--- src/rtl/cam_op_sequencer_if.sv ---
// cam_op_sequencer_if
//   Bundles every signal between the CAM operation sequencer and its two
//   neighbours: the command/response handshake toward the host front end and
//   the port set of the CAM array itself.
//
//   Command side : cmd_valid/cmd_ready handshake with cmd_op, cmd_addr,
//                  cmd_data, cmd_key and cmd_mask.
//   Response side: rsp_valid/rsp_ready handshake with rsp_data, rsp_hit,
//                  rsp_index and rsp_count.
//   CAM side     : cam_addr, cam_dina, cam_key, cam_mask and cam_wea toward
//                  the array; cam_doutb and cam_tags back from it.
//
//   slave  - used by the sequencer (it serves commands and drives the CAM).
//   master - used by whatever surrounds it (host plus CAM array).
interface cam_op_sequencer_if #(
    parameter int WORD_SIZE  = 8,
    parameter int CELL_QUANT = 512,
    parameter int ADDR_W     = $clog2(CELL_QUANT)
);
    logic                  cmd_valid;
    logic                  cmd_ready;
    logic [1:0]            cmd_op;
    logic [ADDR_W-1:0]     cmd_addr;
    logic [WORD_SIZE-1:0]  cmd_data;
    logic [WORD_SIZE-1:0]  cmd_key;
    logic [WORD_SIZE-1:0]  cmd_mask;

    logic                  rsp_valid;
    logic                  rsp_ready;
    logic [WORD_SIZE-1:0]  rsp_data;
    logic                  rsp_hit;
    logic [ADDR_W-1:0]     rsp_index;
    logic [ADDR_W:0]       rsp_count;

    logic [ADDR_W-1:0]     cam_addr;
    logic [WORD_SIZE-1:0]  cam_dina;
    logic [WORD_SIZE-1:0]  cam_key;
    logic [WORD_SIZE-1:0]  cam_mask;
    logic                  cam_wea;
    logic [WORD_SIZE-1:0]  cam_doutb;
    logic [CELL_QUANT-1:0] cam_tags;

    modport slave (
        input  cmd_valid, cmd_op, cmd_addr, cmd_data, cmd_key, cmd_mask,
        input  rsp_ready, cam_doutb, cam_tags,
        output cmd_ready, rsp_valid, rsp_data, rsp_hit, rsp_index, rsp_count,
        output cam_addr, cam_dina, cam_key, cam_mask, cam_wea
    );

    modport master (
        output cmd_valid, cmd_op, cmd_addr, cmd_data, cmd_key, cmd_mask,
        output rsp_ready, cam_doutb, cam_tags,
        input  cmd_ready, rsp_valid, rsp_data, rsp_hit, rsp_index, rsp_count,
        input  cam_addr, cam_dina, cam_key, cam_mask, cam_wea
    );
endinterface

--- src/rtl/cam_op_sequencer.sv ---
// cam_op_sequencer
//   Command-level controller for the CAM array. Accepts one command at a
//   time (WRITE, READ, SEARCH, WRITE_TAGGED), sequences the CAM ports with
//   registered outputs and returns a single response per command.
//
//   Ports:
//     CLK100MHZ - system clock, all logic on the rising edge
//     rst       - synchronous reset, active-low
//     bus       - cam_op_sequencer_if.slave: command handshake, response
//                 handshake and the CAM port set
module cam_op_sequencer #(
    parameter int WORD_SIZE  = 8,
    parameter int CELL_QUANT = 512,
    parameter int ADDR_W     = $clog2(CELL_QUANT),
    parameter int TAG_LAT    = 2,
    parameter int READ_LAT   = 1
) (
    input  logic                 CLK100MHZ,
    input  logic                 rst,
    cam_op_sequencer_if.slave    bus
);

    localparam logic [1:0] OP_WRITE  = 2'd0;
    localparam logic [1:0] OP_READ   = 2'd1;
    localparam logic [1:0] OP_WT     = 2'd3;
    localparam int         MAX_LAT   = (TAG_LAT > READ_LAT) ? TAG_LAT : READ_LAT;
    localparam int         WAIT_W    = $clog2(MAX_LAT + 1) + 1;

    typedef enum logic [2:0] {
        IDLE, WR, RD_WAIT, SRCH_WAIT, SCAN, WT_WRITE, WT_GAP, RESP
    } state_t;

    state_t                state, state_nxt;

    logic [1:0]            op_r;
    logic [WORD_SIZE-1:0]  data_r;
    logic [CELL_QUANT-1:0] tags_r;
    logic [ADDR_W-1:0]     scan_ptr;
    logic [WAIT_W-1:0]     wait_cnt;

    logic [ADDR_W-1:0]     cam_addr_r;
    logic [WORD_SIZE-1:0]  cam_dina_r;
    logic [WORD_SIZE-1:0]  cam_key_r;
    logic [WORD_SIZE-1:0]  cam_mask_r;
    logic                  cam_wea_r;

    logic [WORD_SIZE-1:0]  rsp_data_r;
    logic                  rsp_hit_r;
    logic [ADDR_W-1:0]     rsp_index_r;
    logic [ADDR_W:0]       rsp_count_r;

    logic                  accept;
    logic                  cur_tag;
    logic                  last_row;

    assign accept   = (state == IDLE) && bus.cmd_valid;
    assign cur_tag  = tags_r[scan_ptr];
    assign last_row = (scan_ptr == ADDR_W'(CELL_QUANT - 1));

    // Key/mask become valid at the CAM one cycle after acceptance; the wait
    // counters start from 0 in that cycle, so tags are sampled on the cycle
    // where they have had TAG_LAT full cycles to settle.
    always_comb begin
        state_nxt = state;
        case (state)
            IDLE: begin
                if (bus.cmd_valid) begin
                    case (bus.cmd_op)
                        OP_WRITE: state_nxt = WR;
                        OP_READ:  state_nxt = RD_WAIT;
                        default:  state_nxt = SRCH_WAIT;
                    endcase
                end
            end
            WR:        state_nxt = RESP;
            RD_WAIT:   if (wait_cnt == WAIT_W'(READ_LAT)) state_nxt = RESP;
            SRCH_WAIT: if (wait_cnt == WAIT_W'(TAG_LAT))  state_nxt = SCAN;
            SCAN: begin
                if ((op_r == OP_WT) && cur_tag) state_nxt = WT_WRITE;
                else if (last_row)              state_nxt = RESP;
            end
            WT_WRITE:  state_nxt = WT_GAP;
            WT_GAP:    state_nxt = last_row ? RESP : SCAN;
            RESP:      if (bus.rsp_ready) state_nxt = IDLE;
            default:   state_nxt = IDLE;
        endcase
    end

    always_ff @(posedge CLK100MHZ) begin
        if (!rst) state <= IDLE;
        else      state <= state_nxt;
    end

    always_ff @(posedge CLK100MHZ) begin
        if (!rst) begin
            op_r        <= '0;
            data_r      <= '0;
            tags_r      <= '0;
            scan_ptr    <= '0;
            wait_cnt    <= '0;
            cam_addr_r  <= '0;
            cam_dina_r  <= '0;
            cam_key_r   <= '0;
            cam_mask_r  <= '0;
            cam_wea_r   <= 1'b0;
            rsp_data_r  <= '0;
            rsp_hit_r   <= 1'b0;
            rsp_index_r <= '0;
            rsp_count_r <= '0;
        end else begin
            // Registered from the next state: WR and WT_WRITE each last one
            // cycle and are always followed by a non-write state, so wea
            // never stays high across two consecutive cycles.
            cam_wea_r <= (state_nxt == WR) || (state_nxt == WT_WRITE);
            case (state)
                IDLE: begin
                    if (accept) begin
                        op_r        <= bus.cmd_op;
                        data_r      <= bus.cmd_data;
                        wait_cnt    <= '0;
                        rsp_data_r  <= '0;
                        rsp_hit_r   <= 1'b0;
                        rsp_index_r <= '0;
                        rsp_count_r <= '0;
                        case (bus.cmd_op)
                            OP_WRITE: begin
                                cam_addr_r <= bus.cmd_addr;
                                cam_dina_r <= bus.cmd_data;
                            end
                            OP_READ: cam_addr_r <= bus.cmd_addr;
                            default: begin
                                cam_key_r  <= bus.cmd_key;
                                cam_mask_r <= bus.cmd_mask;
                            end
                        endcase
                    end
                end
                RD_WAIT: begin
                    wait_cnt <= wait_cnt + WAIT_W'(1);
                    if (state_nxt == RESP) rsp_data_r <= bus.cam_doutb;
                end
                SRCH_WAIT: begin
                    wait_cnt <= wait_cnt + WAIT_W'(1);
                    // Snapshot: rows rewritten during WRITE_TAGGED never retag.
                    if (state_nxt == SCAN) begin
                        tags_r   <= bus.cam_tags;
                        scan_ptr <= '0;
                    end
                end
                SCAN: begin
                    if (cur_tag) begin
                        rsp_count_r <= rsp_count_r + (ADDR_W + 1)'(1);
                        if (!rsp_hit_r) begin
                            rsp_hit_r   <= 1'b1;
                            rsp_index_r <= scan_ptr;
                        end
                    end
                    // A tagged row in WRITE_TAGGED keeps the pointer; WT_GAP
                    // advances it after the write.
                    if (state_nxt == WT_WRITE) begin
                        cam_addr_r <= scan_ptr;
                        cam_dina_r <= data_r;
                    end else if (!last_row) begin
                        scan_ptr <= scan_ptr + ADDR_W'(1);
                    end
                end
                WT_GAP: begin
                    if (!last_row) scan_ptr <= scan_ptr + ADDR_W'(1);
                end
                default: ;
            endcase
        end
    end

    assign bus.cmd_ready = (state == IDLE);
    assign bus.rsp_valid = (state == RESP);
    assign bus.rsp_data  = rsp_data_r;
    assign bus.rsp_hit   = rsp_hit_r;
    assign bus.rsp_index = rsp_index_r;
    assign bus.rsp_count = rsp_count_r;
    assign bus.cam_addr  = cam_addr_r;
    assign bus.cam_dina  = cam_dina_r;
    assign bus.cam_key   = cam_key_r;
    assign bus.cam_mask  = cam_mask_r;
    assign bus.cam_wea   = cam_wea_r;

endmodule

--- src/flat_wrapper.sv ---
// flat-port wrapper written by rule: the top's interface ports become plain ports
module cam_op_sequencer_flat 
#(
    parameter int WORD_SIZE  = 8,
    parameter int CELL_QUANT = 512,
    parameter int ADDR_W     = $clog2(CELL_QUANT),
    parameter int TAG_LAT    = 2,
    parameter int READ_LAT   = 1
)
  (CLK100MHZ, rst, bus_cmd_valid, bus_cmd_op, bus_cmd_addr, bus_cmd_data, bus_cmd_key, bus_cmd_mask, bus_rsp_ready, bus_cam_doutb, bus_cam_tags, bus_cmd_ready, bus_rsp_valid, bus_rsp_data, bus_rsp_hit, bus_rsp_index, bus_rsp_count, bus_cam_addr, bus_cam_dina, bus_cam_key, bus_cam_mask, bus_cam_wea);
  cam_op_sequencer_if #(.WORD_SIZE(WORD_SIZE), .CELL_QUANT(CELL_QUANT), .ADDR_W(ADDR_W)) bus_i ();
  input  logic CLK100MHZ;
  input  logic rst;
  input wire logic [$bits(bus_i.cmd_valid)-1:0] bus_cmd_valid;
  input wire logic [$bits(bus_i.cmd_op)-1:0] bus_cmd_op;
  input wire logic [$bits(bus_i.cmd_addr)-1:0] bus_cmd_addr;
  input wire logic [$bits(bus_i.cmd_data)-1:0] bus_cmd_data;
  input wire logic [$bits(bus_i.cmd_key)-1:0] bus_cmd_key;
  input wire logic [$bits(bus_i.cmd_mask)-1:0] bus_cmd_mask;
  input wire logic [$bits(bus_i.rsp_ready)-1:0] bus_rsp_ready;
  input wire logic [$bits(bus_i.cam_doutb)-1:0] bus_cam_doutb;
  input wire logic [$bits(bus_i.cam_tags)-1:0] bus_cam_tags;
  output wire logic [$bits(bus_i.cmd_ready)-1:0] bus_cmd_ready;
  output wire logic [$bits(bus_i.rsp_valid)-1:0] bus_rsp_valid;
  output wire logic [$bits(bus_i.rsp_data)-1:0] bus_rsp_data;
  output wire logic [$bits(bus_i.rsp_hit)-1:0] bus_rsp_hit;
  output wire logic [$bits(bus_i.rsp_index)-1:0] bus_rsp_index;
  output wire logic [$bits(bus_i.rsp_count)-1:0] bus_rsp_count;
  output wire logic [$bits(bus_i.cam_addr)-1:0] bus_cam_addr;
  output wire logic [$bits(bus_i.cam_dina)-1:0] bus_cam_dina;
  output wire logic [$bits(bus_i.cam_key)-1:0] bus_cam_key;
  output wire logic [$bits(bus_i.cam_mask)-1:0] bus_cam_mask;
  output wire logic [$bits(bus_i.cam_wea)-1:0] bus_cam_wea;
  assign bus_i.cmd_valid = bus_cmd_valid;
  assign bus_i.cmd_op = bus_cmd_op;
  assign bus_i.cmd_addr = bus_cmd_addr;
  assign bus_i.cmd_data = bus_cmd_data;
  assign bus_i.cmd_key = bus_cmd_key;
  assign bus_i.cmd_mask = bus_cmd_mask;
  assign bus_i.rsp_ready = bus_rsp_ready;
  assign bus_i.cam_doutb = bus_cam_doutb;
  assign bus_i.cam_tags = bus_cam_tags;
  assign bus_cmd_ready = bus_i.cmd_ready;
  assign bus_rsp_valid = bus_i.rsp_valid;
  assign bus_rsp_data = bus_i.rsp_data;
  assign bus_rsp_hit = bus_i.rsp_hit;
  assign bus_rsp_index = bus_i.rsp_index;
  assign bus_rsp_count = bus_i.rsp_count;
  assign bus_cam_addr = bus_i.cam_addr;
  assign bus_cam_dina = bus_i.cam_dina;
  assign bus_cam_key = bus_i.cam_key;
  assign bus_cam_mask = bus_i.cam_mask;
  assign bus_cam_wea = bus_i.cam_wea;
  cam_op_sequencer #(.WORD_SIZE(WORD_SIZE), .CELL_QUANT(CELL_QUANT), .ADDR_W(ADDR_W), .TAG_LAT(TAG_LAT), .READ_LAT(READ_LAT)) u_core (.CLK100MHZ(CLK100MHZ), .rst(rst), .bus(bus_i));
endmodule
--- config.mk ---
export PLATFORM = sky130hd
export DESIGN_NAME = cam_op_sequencer_flat
export DESIGN_NICKNAME = d
export VERILOG_FILES = /design/src/rtl/cam_op_sequencer_if.sv /design/src/rtl/cam_op_sequencer.sv /design/src/flat_wrapper.sv
export SDC_FILE = /design/constraint.sdc
export NUM_CORES = 1
export LEC_CHECK = 0
export ABC_CLOCK_PERIOD_IN_PS = 3500
export BUFFER_PORTS_ARGS = -buffer_cell sky130_fd_sc_hd__buf_4
export CAP_MARGIN = 40
export CORE_MARGIN = 5
export CORE_UTILIZATION = 30
export DETAILED_ROUTE_END_ITERATION = 8
export PLACE_DENSITY = 0.58
export SYNTH_ARGS = -nofsm -noshare
export SYNTH_HDL_FRONTEND = slang
export SYNTH_SLANG_ARGS = --single-unit
--- constraint.sdc ---
create_clock -name CLK100MHZ -period 3.5 [get_ports CLK100MHZ]
set_clock_uncertainty 0.05 [all_clocks]
set_input_delay 0.525 -clock CLK100MHZ [delete_from_list [all_inputs] [get_ports CLK100MHZ]]
set_output_delay 0.525 -clock CLK100MHZ [all_outputs]
set_load 0.1 [all_outputs]
==> metrics.md <==
| Metric | Value |
|---|---|
| Fin util | 0.417 |
| Number of synthesized flops with an enable pin | 0 |
| Critical Path End Type | register |
| Clk slew on worst S/H paths | 60 ps |
| Worst Max-Slew Pin Slew | 1230 ps |
| Io pins | 623 |
| Normalized max-slew margin | 0.183 |
| Total CTS buffers | 70 |
| Setup violators final | 5 |
| Reg2reg setup slack | -30 ps |
| GRT Total Usage | 0.212 |
| Inst Count DP | 4788 |
| Mapped Cells | 3120 |
| Yosys top cell by area | dfxtp_1 |
| Worst-Skew Late Latency | 600 ps |
| Distinct cells, synth | 69 |
| DR iter-0 viols | 1776 |
| Initial Util | 0.303 |
| Nets | 4310 |
| R2r startpoint | u_core.scan_ptr[0] |
| Failing checks | setup timing |
| Leak | 13.0 nW |
| Setup CP Type | reg2reg |
| H-tree depth | 3 |
| GPL Wtd Cong | 0.823 |
| Via count of the first global-routing pass | 23933 |
| Largest net degree at the start of global routing | 224 |
| R2R Path End | u_core.bus.cam_addr[0] |
| Slew Viols, Final | 0 |
| Synth warnings | 0 |
| Finished Layout Cells | 4965 |
| Most frequent cell after synthesis | nand2_1 |
| Synthesized Nets | 3685 |
| Detail Placement HPWL | 76300 µm |
| R2r worst-path depth | 14 |
| Syn avg cell area | 8.26 µm² |
| Synth top area share | 0.465 |
| Ys flop type | dfxtp_1 |
| Routed WL per cell | 20.8 µm |
| Hold depth | 3 |
| CTS tree | built |
| Die ar. | 91800 µm² |
| GR Overflow Total | 0 |
| Highest net fanout along the worst path | 7 |
| Tcrit/Tclk final | 1.01 |
| DR vias/cell | 4.90 |
| First-pass GRT wire length | 148000 µm |
| Pwr/cell area | 454 nW/µm² |
| Cell Area, Synth | 25800 µm² |
| Drt total wl | 103000 µm |
| Pre-CTS WS | -510 ps |
| Worst Path Required | 3970 ps |
| Initial antenna violation count | 25 |
| Minimum clock period | 3530 ps |
| Peak supply drop | 0.332 mV |
| Worst min-delay path class | in2reg |
| Worst setup SP type | register |
| Fin area | 35500 µm² |
| Dpl cell area | 32300 µm² |
| Post-route ant nets | 0 |
| Via count | 24351 |
| Maxcap violations | 0 |
| Hold_sp | bus_cam_tags[368] |
| Status | finished, violations left |
| Seq cells post-synth | 599 |
| Die height | 303 µm |
| Die span in x | 303 µm |
| Clock buffer depth | 3 |
| Crit path DAT | 4010 ps |
| Most frequent cells after synthesis | 1154 x nand2_1, 599 x dfxtp_1, 575 x a21oi_1, 203 x clkbuf_1, 101 x mux2i_1 |
| Hold Fails Final Rpt | 0 |
| Seq/Total Area, Yosys | 0.465 |
| Area delta synth->final | 37.8% |
| Port Buffers | 622 |
| F_max | 0.283 GHz |
| Power, Total | 16.1 mW |
| DRC | 0 |
| Core area | 85100 µm² |
| Setup ws final | -30.8 ps |
| Synth area leaders | dfxtp_1 47%, nand2_1 17%, a21oi_1 11% |
| RSZ-0062 raised after global routing | yes |
| DR pass1 iterations | 5 |
| Row Count | 107 |
| Async SR Flop Fraction | 0 |
| Layout cell share with drive strength beyond 1 | 0.284 |
| CTS sink count | 599 |
| Root buffer cell | clkbuf_16 |
| Min-Delay Endpoint | u_core.tags_r[368] |
[sequential cells by signal, summed over array words and instances (netlist names)]
name and cells:
u_core.bus.cam_addr 9, u_core.bus.cam_dina 8, u_core.bus.cam_key 8, u_core.bus.cam_mask 8, u_core.bus.cam_wea 1, u_core.bus.rsp_count 10, u_core.bus.rsp_data 8, u_core.bus.rsp_hit 1
u_core.bus.rsp_index 9, u_core.data_r 8, u_core.op_r 2, u_core.scan_ptr 9, u_core.state 3, u_core.tags_r 512, u_core.wait_cnt 3
[worst max-delay path by stage]
| stage | slack [ps] | end | cells past startpoint | startpoint |
|---|---|---|---|---|
| after floorplan | 250 | u_core.scan_ptr[2] | 14 | u_core.scan_ptr[0] |
| after global placement | -520 | u_core.scan_ptr[2] | 15 | u_core.scan_ptr[2] |
| after detailed placement | -510 | u_core.bus.cam_addr[2] | 15 | u_core.scan_ptr[2] |
| after CTS | -10 | u_core.scan_ptr[2] | 15 | u_core.scan_ptr[2] |
| after global routing | -180 | u_core.scan_ptr[2] | 16 | u_core.scan_ptr[0] |
| final | -30 | u_core.bus.cam_addr[0] | 14 | u_core.scan_ptr[0] |
[through the flow]
stage	setup TNS (ps)	hold slack, ps
after detailed placement	-20250	393
after floorplan	0	381
final	-107	112
after global placement	-18720	387
after global routing	-4840	93.2
after CTS	-14.5	70.0
[cell families after synthesis]
kind of cell,after synthesis,share of synthesized area
and+or+nand+nor,1343,0.210
buffers and inverters,258,0.0432
DFF,599,0.465
muxes,204,0.127
xor gates and xnor gates,3,0.00102
AOI/OAI and AO/OA,707,0.150
adders and majority gates,6,0.00291
[critical path, stage by stage (launching register included)]
cell       delay, ps
dfxtp_4          450
buf_12           150
buf_12           100
buf_8            120
mux4_2           510
mux2i_2          200
o21ai_1          140
a2111oi_4        560
nor4b_4          150
a21oi_4          230
buf_12           130
nor2_2            60
o221ai_4         230
buf_6            180
mux2i_1          180
[where the power goes]
part           internal [mW]  switching (mW)
clock                   4.78            3.08
combinational          0.618           0.733
sequential              6.86          0.0386
[timing repair]
| item | 4_1_cts | 5_1_grt |
|---|---|---|
| endpoints found under the setup margin | 49 | 43 |
| pin swaps | 5 | 13 |
| hold buffers | 0 | 0 |
| setup buffers | 7 | 23 |
| gates resized for setup | 42 | 29 |
| gates cloned | 3 | 1 |
| hold endpoints to repair | 0 | 0 |
[placed cells by master (no fill, tap or decap), types with 6 or more instances in the layout]
| cell type | n |
|---|---|
| inv_6 | 6 |
| nor3_1 | 6 |
| nor2b_1 | 19 |
| buf_6 | 12 |
| nor2_1 | 36 |
| and2_1 | 8 |
| o211ai_1 | 14 |
| bufinv_16 | 9 |
| diode_2 | 19 |
| and3_1 | 19 |
| nand2_1 | 1154 |
| buf_4 | 746 |
| mux4_2 | 98 |
| a21oi_1 | 574 |
| nand4_1 | 9 |
| nand3_1 | 30 |
| clkinv_2 | 9 |
| nand2b_1 | 17 |
| ha_1 | 6 |
| clkbuf_16 | 71 |
| o21ai_0 | 23 |
| a22oi_1 | 31 |
| buf_12 | 33 |
| dfxtp_1 | 593 |
| inv_1 | 10 |
| clkbuf_8 | 18 |
| mux2i_1 | 97 |
| clkbuf_1 | 12 |
[layer usage]
layer	part of all wire	global-route usage	routed length, µm	vias up
met5	0.00065	0	67	-
met3	0.070	0.0521	7260	165
li1	-	-	-	11878
met4	0.035	0.0859	3600	12
met1	0.41	0.264	42500	11557
met2	0.48	0.353	49900	739
[final cells by class]
class | count | area, µm²
Sequential cell | 599 | 12000
Clock inverter | 29 | 439
Inverter | 12 | 52.6
Fill cell | 8639 | 49600
Tap cell | 1144 | 1430
Multi-Input combinational cell | 2263 | 12900
Clock buffer | 100 | 2040
Timing Repair Buffer | 799 | 6560
Antenna cell | 19 | 47.5
Power figures use the tool's default switching activity.
